### config.mk
export PLATFORM = sky130hd
export DESIGN_NAME = dfr_input_sequencer
export DESIGN_NICKNAME = d
export VERILOG_FILES = /design/src/rtl/dfr_input_sequencer.sv
export SDC_FILE = /design/constraint.sdc
export NUM_CORES = 1
export LEC_CHECK = 0
export CAP_MARGIN = 20
export CORE_MARGIN = 2
export CORE_UTILIZATION = 40
export CTS_CLUSTER_SIZE = 30
export DETAILED_ROUTE_END_ITERATION = 10
export MAX_ROUTING_LAYER = met4
export PLACE_DENSITY = 0.61
export SYNTH_ARGS = -nofsm -noshare
export SYNTH_HDL_FRONTEND = slang
export SYNTH_SLANG_ARGS = --single-unit
### constraint.sdc
create_clock -name clk -period 6.2 [get_ports clk]
set_input_delay 1.86 -clock clk [delete_from_list [all_inputs] [get_ports clk]]
set_output_delay 1.86 -clock clk [all_outputs]
set_load 0.005 [all_outputs]
### src/rtl/dfr_input_sequencer.sv
//------------------------------------------------------------------------------
// dfr_input_sequencer
//
// Drives the delay-line reservoir through one input sample. The sample is
// scaled by a per-virtual-node mask coefficient and the reservoir is stepped
// once per virtual node. Each reservoir output is captured and forwarded to
// the readout layer as an indexed node state.
//
// Optional feature (macro DFR_SEQ_TIMEOUT_EN):
//   When defined, a WAIT-cycle counter aborts a node whose reservoir response
//   has not arrived within TIMEOUT_CYCLES cycles. The abort sets the sticky
//   o_err flag and returns the sequencer to IDLE. When undefined, WAIT waits
//   indefinitely and o_err is tied low.
//
// Ports:
//   clk, rst           clock; asynchronous active-high reset
//   i_sample_valid     input sample offered
//   o_sample_ready     high only while idle
//   i_sample_data      unsigned input sample
//   i_mask_we          mask register write strobe (any state)
//   i_mask_addr        mask index; writes at or beyond NUM_VIRTUAL_NODES ignored
//   i_mask_wdata       unsigned mask coefficient (MASK_FRAC fractional bits)
//   o_res_en           one-cycle step request to the reservoir
//   o_res_din          masked sample; held until the next node is loaded
//   i_res_valid        reservoir idle/updated
//   i_res_dout         reservoir output
//   o_state_valid      one-cycle pulse carrying a captured node state
//   o_state_idx        node index of o_state_data
//   o_state_data       captured reservoir output
//   o_sample_done      pulses together with the final node's o_state_valid
//   o_busy             high whenever the sequencer is not idle
//   o_err              sticky timeout flag
//------------------------------------------------------------------------------
module dfr_input_sequencer #(
   parameter int NUM_VIRTUAL_NODES = 10,
   parameter int DATA_WIDTH        = 32,
   parameter int SAMPLE_WIDTH      = 12,
   parameter int MASK_WIDTH        = 8,
   parameter int MASK_FRAC         = 4,
   parameter int TIMEOUT_CYCLES    = 255
) (
   input  logic                                 clk,
   input  logic                                 rst,
   input  logic                                 i_sample_valid,
   output logic                                 o_sample_ready,
   input  logic [SAMPLE_WIDTH-1:0]              i_sample_data,
   input  logic                                 i_mask_we,
   input  logic [$clog2(NUM_VIRTUAL_NODES)-1:0] i_mask_addr,
   input  logic [MASK_WIDTH-1:0]                i_mask_wdata,
   output logic                                 o_res_en,
   output logic [DATA_WIDTH-1:0]                o_res_din,
   input  logic                                 i_res_valid,
   input  logic [DATA_WIDTH-1:0]                i_res_dout,
   output logic                                 o_state_valid,
   output logic [$clog2(NUM_VIRTUAL_NODES)-1:0] o_state_idx,
   output logic [DATA_WIDTH-1:0]                o_state_data,
   output logic                                 o_sample_done,
   output logic                                 o_busy,
   output logic                                 o_err
);

   localparam int IDX_W  = $clog2(NUM_VIRTUAL_NODES);
   localparam int PROD_W = SAMPLE_WIDTH + MASK_WIDTH;

   localparam logic [IDX_W-1:0] LAST_IDX  = IDX_W'(NUM_VIRTUAL_NODES - 1);
   localparam logic [IDX_W:0]   NODES_EXT = (IDX_W + 1)'(NUM_VIRTUAL_NODES);

   localparam logic [1:0] S_IDLE  = 2'd0;
   localparam logic [1:0] S_DRIVE = 2'd1;
   localparam logic [1:0] S_WAIT  = 2'd2;

   // Unsigned sample * mask, truncated toward zero by the fractional bits.
   function automatic logic [DATA_WIDTH-1:0] f_mask_scale(
      input logic [SAMPLE_WIDTH-1:0] sample,
      input logic [MASK_WIDTH-1:0]   mask
   );
      logic [PROD_W-1:0] prod;
      prod = PROD_W'(sample) * PROD_W'(mask);
      prod = prod >> MASK_FRAC;
      return DATA_WIDTH'(prod);
   endfunction

   logic [1:0]              r_state;
   logic [IDX_W-1:0]        r_idx;
   logic [SAMPLE_WIDTH-1:0] r_sample;
   logic [MASK_WIDTH-1:0]   r_mask [NUM_VIRTUAL_NODES];
   logic                    r_res_en;
   logic [DATA_WIDTH-1:0]   r_res_din;
   logic                    r_state_valid;
   logic [IDX_W-1:0]        r_state_idx;
   logic [DATA_WIDTH-1:0]   r_state_data;
   logic                    r_sample_done;
   logic                    r_busy;

   logic                    w_mask_wr;
   logic                    w_is_last;
   logic [IDX_W-1:0]        w_idx_next;
   logic [IDX_W-1:0]        w_load_idx;
   logic [SAMPLE_WIDTH-1:0] w_load_sample;
   logic [DATA_WIDTH-1:0]   w_load_din;

`ifdef DFR_SEQ_TIMEOUT_EN
   localparam int                WCNT_W    = $clog2(TIMEOUT_CYCLES + 1);
   localparam logic [WCNT_W-1:0] WAIT_LAST = WCNT_W'(TIMEOUT_CYCLES - 1);

   logic [WCNT_W-1:0] r_wait_cnt;
   logic              r_err;
`endif

   assign w_mask_wr  = i_mask_we && ({1'b0, i_mask_addr} < NODES_EXT);
   assign w_is_last  = (r_idx == LAST_IDX);
   assign w_idx_next = r_idx + IDX_W'(1);

   // Selects the operands of the next DRIVE load. From IDLE the load uses the
   // incoming sample and node 0; from WAIT it uses the latched sample and the
   // following node. Masks are read before any same-cycle write lands.
   always_comb begin
      if (r_state == S_IDLE) begin
         w_load_sample = i_sample_data;
      end else begin
         w_load_sample = r_sample;
      end
      if ((r_state == S_IDLE) || w_is_last) begin
         w_load_idx = '0;
      end else begin
         w_load_idx = w_idx_next;
      end
      w_load_din = f_mask_scale(w_load_sample, r_mask[w_load_idx]);
   end

   // Mask coefficient bank; writable in every state, cleared by reset.
   always_ff @(posedge clk or posedge rst) begin
      if (rst) begin
         for (int m = 0; m < NUM_VIRTUAL_NODES; m++) begin
            r_mask[m] <= '0;
         end
      end else if (w_mask_wr) begin
         r_mask[i_mask_addr] <= i_mask_wdata;
      end
   end

   // Sequencer FSM with registered reservoir drive and state stream outputs.
   always_ff @(posedge clk or posedge rst) begin
      if (rst) begin
         r_state       <= S_IDLE;
         r_idx         <= '0;
         r_sample      <= '0;
         r_res_en      <= 1'b0;
         r_res_din     <= '0;
         r_state_valid <= 1'b0;
         r_state_idx   <= '0;
         r_state_data  <= '0;
         r_sample_done <= 1'b0;
         r_busy        <= 1'b0;
`ifdef DFR_SEQ_TIMEOUT_EN
         r_wait_cnt    <= '0;
         r_err         <= 1'b0;
`endif
      end else begin
         // Pulse outputs default low; only the transitions below raise them.
         r_res_en      <= 1'b0;
         r_state_valid <= 1'b0;
         r_sample_done <= 1'b0;
         case (r_state)
            S_IDLE: begin
               if (i_sample_valid) begin
                  r_sample  <= i_sample_data;
                  r_idx     <= '0;
                  r_res_din <= w_load_din;
                  r_res_en  <= 1'b1;
                  r_busy    <= 1'b1;
                  r_state   <= S_DRIVE;
               end
            end
            S_DRIVE: begin
               r_state <= S_WAIT;
`ifdef DFR_SEQ_TIMEOUT_EN
               r_wait_cnt <= '0;
`endif
            end
            S_WAIT: begin
               if (i_res_valid) begin
                  r_state_data  <= i_res_dout;
                  r_state_idx   <= r_idx;
                  r_state_valid <= 1'b1;
                  if (w_is_last) begin
                     r_sample_done <= 1'b1;
                     r_busy        <= 1'b0;
                     r_state       <= S_IDLE;
                  end else begin
                     // res_din only changes here, at the next node's load.
                     r_idx     <= w_idx_next;
                     r_res_din <= w_load_din;
                     r_res_en  <= 1'b1;
                     r_state   <= S_DRIVE;
                  end
               end
`ifdef DFR_SEQ_TIMEOUT_EN
               else if (r_wait_cnt == WAIT_LAST) begin
                  // Abandon the node silently: no state pulse, no done.
                  r_err   <= 1'b1;
                  r_busy  <= 1'b0;
                  r_state <= S_IDLE;
               end else begin
                  r_wait_cnt <= r_wait_cnt + WCNT_W'(1);
               end
`endif
            end
            default: begin
               r_busy  <= 1'b0;
               r_state <= S_IDLE;
            end
         endcase
      end
   end

   assign o_sample_ready = ~r_busy;
   assign o_busy         = r_busy;
   assign o_res_en       = r_res_en;
   assign o_res_din      = r_res_din;
   assign o_state_valid  = r_state_valid;
   assign o_state_idx    = r_state_idx;
   assign o_state_data   = r_state_data;
   assign o_sample_done  = r_sample_done;

`ifdef DFR_SEQ_TIMEOUT_EN
   assign o_err = r_err;
`else
   assign o_err = 1'b0;
`endif

endmodule

Word-level counts from Yosys, hierarchy flattened. Cells that the tools add are included.

Word-level logic and storage cells: 80. Output and inout port bits: 74. Input bits: 61. Register bits after elaboration: 170.

Bitwise operators: 4. Reductions and logical operators: 10. Multiplexer cells: 33. Magnitude comparators: 4. $mul: 1. Eq/ne operators: 7. Add/subtract/negate cells: 1.

Operators with widths (count): 32-bit 2-to-1 mux (3); 80-bit bitwise mux (1); 32-bit case mux with 2 select lines (1); 8-bit binary-select mux with 4-bit select (1); 8-bit demux with 4-bit select (1); 8-bit 2-to-1 mux (3); 12-bit by 8-bit multiplier with 20-bit output (1); 4-bit 2-to-1 mux (4); 1-bit 2-to-1 mux (12); 12-bit 2-to-1 mux (1); 5-bit greater-or-equal comparator (second input constant) (2); 4-bit NOT with 5-bit output (2); 2-bit inequality test (second input constant) (4); 4-bit case mux with 2 select lines (1); 4-bit AND reduction (2); 2-bit case mux with 3 select lines (1); 2-bit AND reduction (3); 5-bit by 1-bit less-than comparator with 1-bit output (second input constant) (1); 4-bit by 1-bit adder with 4-bit output (second input constant) (1); 4-bit equality test (second input constant) (1); 4-bit less-than comparator (second input constant) (1); 2-bit 2-to-1 mux (2); 1-bit case mux with 3 select lines (1); 2-bit by 1-bit equality test with 1-bit output (second input constant) (1); 7 further kinds (9).

Depth between registers and ports, before layout.
Depth in word-level cells: 11. Gate-level depth with buffers: 31. Mapped depth without buffers: 29.

Worst setup path before layout. Ideal clock, no wire load.

Path kind: input port to flip-flop. Start point: input i_sample_data[1]. End point: register r_res_din[15] (netlist: o_res_din[15]). Data arrival time: 6.409 ns. Slack: -0.345 ns. Stages: 18. Buffers on the path: 0. Required time: 6.064 ns. Library setup time: 0.136 ns. Path through: mux2i_1 nor2_1 fa_1 fa_1 fa_1 inv_1 fa_1 inv_1 ha_1 a21oi_1 o21bai_1 a21o_1 a221oi_1 o21ai_0 a41o_1 o41ai_2 xnor2_1 a21oi_1.

Word-level cells in the longest chain between the ends: 5. Elaborated cells between the ends (all ways): 6. Classes of those cells: mul (1); mux (5).

Ends and longest elaborated chain: from (decl) (line 46) `input logic [SAMPLE_WIDTH-1:0] i_sample_data,`; 12-bit 2-to-1 mux (*) (line 118) `if (r_state == S_IDLE) begin`; 12-bit by 8-bit multiplier with 20-bit output (*) (line 78) `prod = PROD_W'(sample) * PROD_W'(mask);`; 32-bit 2-to-1 mux (line 186) `if (w_is_last) begin`; 32-bit 2-to-1 mux (line 182) `if (i_res_valid) begin`; 32-bit case mux with 2 select lines (*) (line 164) `case (r_state)`; to (signal assigned) (line 169) `r_res_din <= w_load_din;`; to (signal assigned) (line 193) `r_res_din <= w_load_din;`; to (decl) (line 88) `logic [DATA_WIDTH-1:0] r_res_din;`.

Every way passes the cells marked *; elsewhere a longest branch is shown, timed or not. The select of a mux whose other input is x is not followed. A chain may end at the register's enable or synchronous reset.

Worst setup path in the final report.
Start point: input i_sample_data[7]. End point: register r_res_din[15] (netlist: o_res_din[15]).

Same word-level chain as after synthesis.

==> impl_metrics.yaml <==
critical_path:
  critPathCaptureType: "flip-flop"
  start_kind: "input pin"
  worstSetupPathType: "input pin to flip-flop"
  critPathMaxStageDelay_ns: 0.54
  cpMostUsedCell: "fa_1"
  critPathRequiredTime_ns: 6.49
  path_delay_family: "adder cells"
  worst_path_max_delay_cell: "fa_1"
  crit_arrival_ns: 6.51
  crit_fanout: 4
  worst-path-buf-inv: 5
  crit_chain: "clkdlybuf4s50_1, mux2i_2, buf_4, buf_4, nor2_2, fa_1, fa_1, fa_1, inv_1, fa_1, inv_2, ha_4, a21o_1, a221oi_2, o21ai_2, a41o_1, o41ai_2, xnor2_1, a21oi_1"
floorplanning:
  die_area_um2: 26200
  die_h_um: 162
  rows: 57
  core_um2: 24400
  die-width_um: 162
  ios: 135
  start_util: 0.409
detailed_routing:
  antenna_left: 0
  post_drt_wl_per_cell_um: 16.1
  drt_pass1_iterations: 5
  first_iter_violations: 572
  post-route-drc-count: 0
  drt-total-wl_mm: 25.4
  vias: 7872
  detail_route.vias_per_cell: 4.99
yosys:
  yosys.cell_count.top_type: "nand2_1"
  synth_compound_area_frac: 0.0810
  seq_area_frac_synth: 0.387
  async_reset_ff_frac: 1.00
  synth_area_um2: 9960
  synth_top_area_frac: 0.387
  synthXorXnorAreaFrac: 0.0123
  synthAdderAreaFrac: 0.170
  synthFlopType: "dfrtp_1"
  synth_edf_count: 0
  synthTopCellsByArea: "dfrtp_1 39%, fa_1 12%, mux2_2 11%, nand2_1 6.3%, ha_1 4.9%"
  netlist_top_cells_count: "168 x nand2_1, 154 x dfrtp_1, 95 x nor2_1"
  synthMuxAreaShare: 0.123
  synth_top_family_by_area: "adder cells"
  synthCells: 1005
  yosysTopAreaCell: "dfrtp_1"
  synth.lib_cells_used.distinct: 67
  ys_warn_count: 0
  ys_ff_latch: 154
  syn_area_per_cell_um2: 9.91
  yosys.area_share.simple: 0.161
timing:
  worst_pin_slew_ns: 0.959
  skew_ns: 0.0166
  finalWorstSetupSlack_ns: -0.0116
  relSlewSlack: 0.359
  fin_crit_ns: 6.21
  max_freq_mhz: 161
  rsz0062_at_grt: "true"
  setup_viol: 1
  timing.final.crit_share: 1.00
  timing_hold_violations_final: 0
  slew_viol_final: 0
finish:
  area_delta_synth_final_pct: 38.2
  fill_cells: 2113
  final_util: 0.564
  antenna_cells: 0
  drive_above_1_share: 0.319
  nNetsFinal: 1399
global_route:
  antenna_found_initial: 0
  grt_pass1_vias: 7931
  globalRouteOverflowTotal: 0
  track_usage: 0.204
  grt_max_degree: 88
  grt_pass1_wl_mm: 41.5
flow_run:
  drv_cap: 0
status:
  status: "complete, but fails checks"
  violations: "setup timing"
placement:
  portBuffers: 117
  gp_congestion: 0.886
  hpwl_mm: 17.9
min_path:
  min_path_type: "flip-flop to flip-flop"
clock_network:
  clock_sinks: 154
  ctsHoldBuffers: 0
  h-tree-depth: 4
  clock_path_buffers: 2
  cts_root_buf: "clkbuf_16"
  clk_pin_slew_ns: 0.06
  cts_made_buffers: 17
  cts_tree: "done"
  insertion_delay_ns: 0.43
==> layout by cell type, fill, tap and decap left out, types with 10 or more instances in the layout <==
cell,instances
dfrtp_1,153
o21ai_0,15
nor2_2,10
or2_2,14
nor2_1,81
nand3_1,18
inv_1,80
a21oi_2,10
buf_4,120
nand2_1,163
fa_1,56
buf_6,15
clkbuf_16,17
ha_1,30
mux2_2,94
nand2b_1,10
clkdlybuf4s50_1,110
conb_1,17
a21oi_1,19
==> what timing repair did <==
item | in CTS | in global routing
resized for setup | 81 | 59
cloned | 1 | 0
pin swaps | 39 | 41
setup buffers | 10 | 7
endpoints found under the setup margin | 6 | 10
==> registers in the layout, summed over array words and instances (netlist names) <==
signal / count
o_state_valid: 1
o_busy: 1
o_sample_done: 1
r_state: 2
o_state_idx: 4
o_res_din: 16
r_mask: 80
o_res_en: 1
o_state_data: 32
r_idx: 4
r_sample: 12
==> metal layers <==
layer | track usage | wire, µm | up-vias
li1 | - | - | 3762
met1 | 0.285 | 12400 | 3873
met2 | 0.317 | 11700 | 215
met3 | 0.0304 | 1080 | 22
met4 | 0.0442 | 297 | 0
met5 | - | 0 | -
==> through the flow <==
step           std cells  TNS (ns)  setup slack, ns  hold slack (ns)  instance area [µm²]
3_5_place_dp        1526     -4.73           -0.750            0.464                12400
4_1_cts             1569         0         0.000196            0.481                13400
6_report            1576   -0.0116          -0.0116            0.474                13800
3_3_place_gp        1526     -4.50           -0.693            0.456                12400
5_1_grt             1576    -0.587           -0.253            0.497                13800
2_1_floorplan       1021         0           0.0325            0.470                10200
==> worst min-delay path, stage by stage, from the launching register on <==
cell and delay [ns]:
dfrtp_1 0.34, nand2_1 0.05, nand2_1 0.06
==> kinds of logic after synthesis <==
family	after synthesis
AND/OR/NAND/NOR	358
flip-flops	154
buffers and inverters	150
AO/OA/AOI/OAI	118
multiplexers	111
adder cells (fa/ha/maj)	99
XOR/XNOR	14
other	1
==> final cells by class <==
cell class,instances,area (µm²),share of cell area
Clock buffer,18,439,0.0319
Sequential cell,154,3850,0.280
Timing Repair Buffer,258,2360,0.171
Multi-Input combinational cell,717,6160,0.448
Tap cell,324,405,0.0294
Clock inverter,14,200,0.0145
Inverter,91,347,0.0252
==> worst paths after layout <==
path	start	to	slack, ns	depth (start not counted)
worst max-delay path	i_sample_data[7]	o_res_din[15]	-0.01	19
worst min-delay path	o_state_data[4]	o_state_data[4]	0.47	2
worst max register to register	r_idx[0]	o_res_din[15]	0	28
worst min register to register	o_state_data[4]	o_state_data[4]	0.47	2
max in group asynchronous	rst	o_res_din[15]	3.26	3
min in group asynchronous	rst	o_state_data[29]	1.95	2
Power is not shown: default switching activity piles up to over one toggle a cycle in this logic, so the estimate is an artifact.
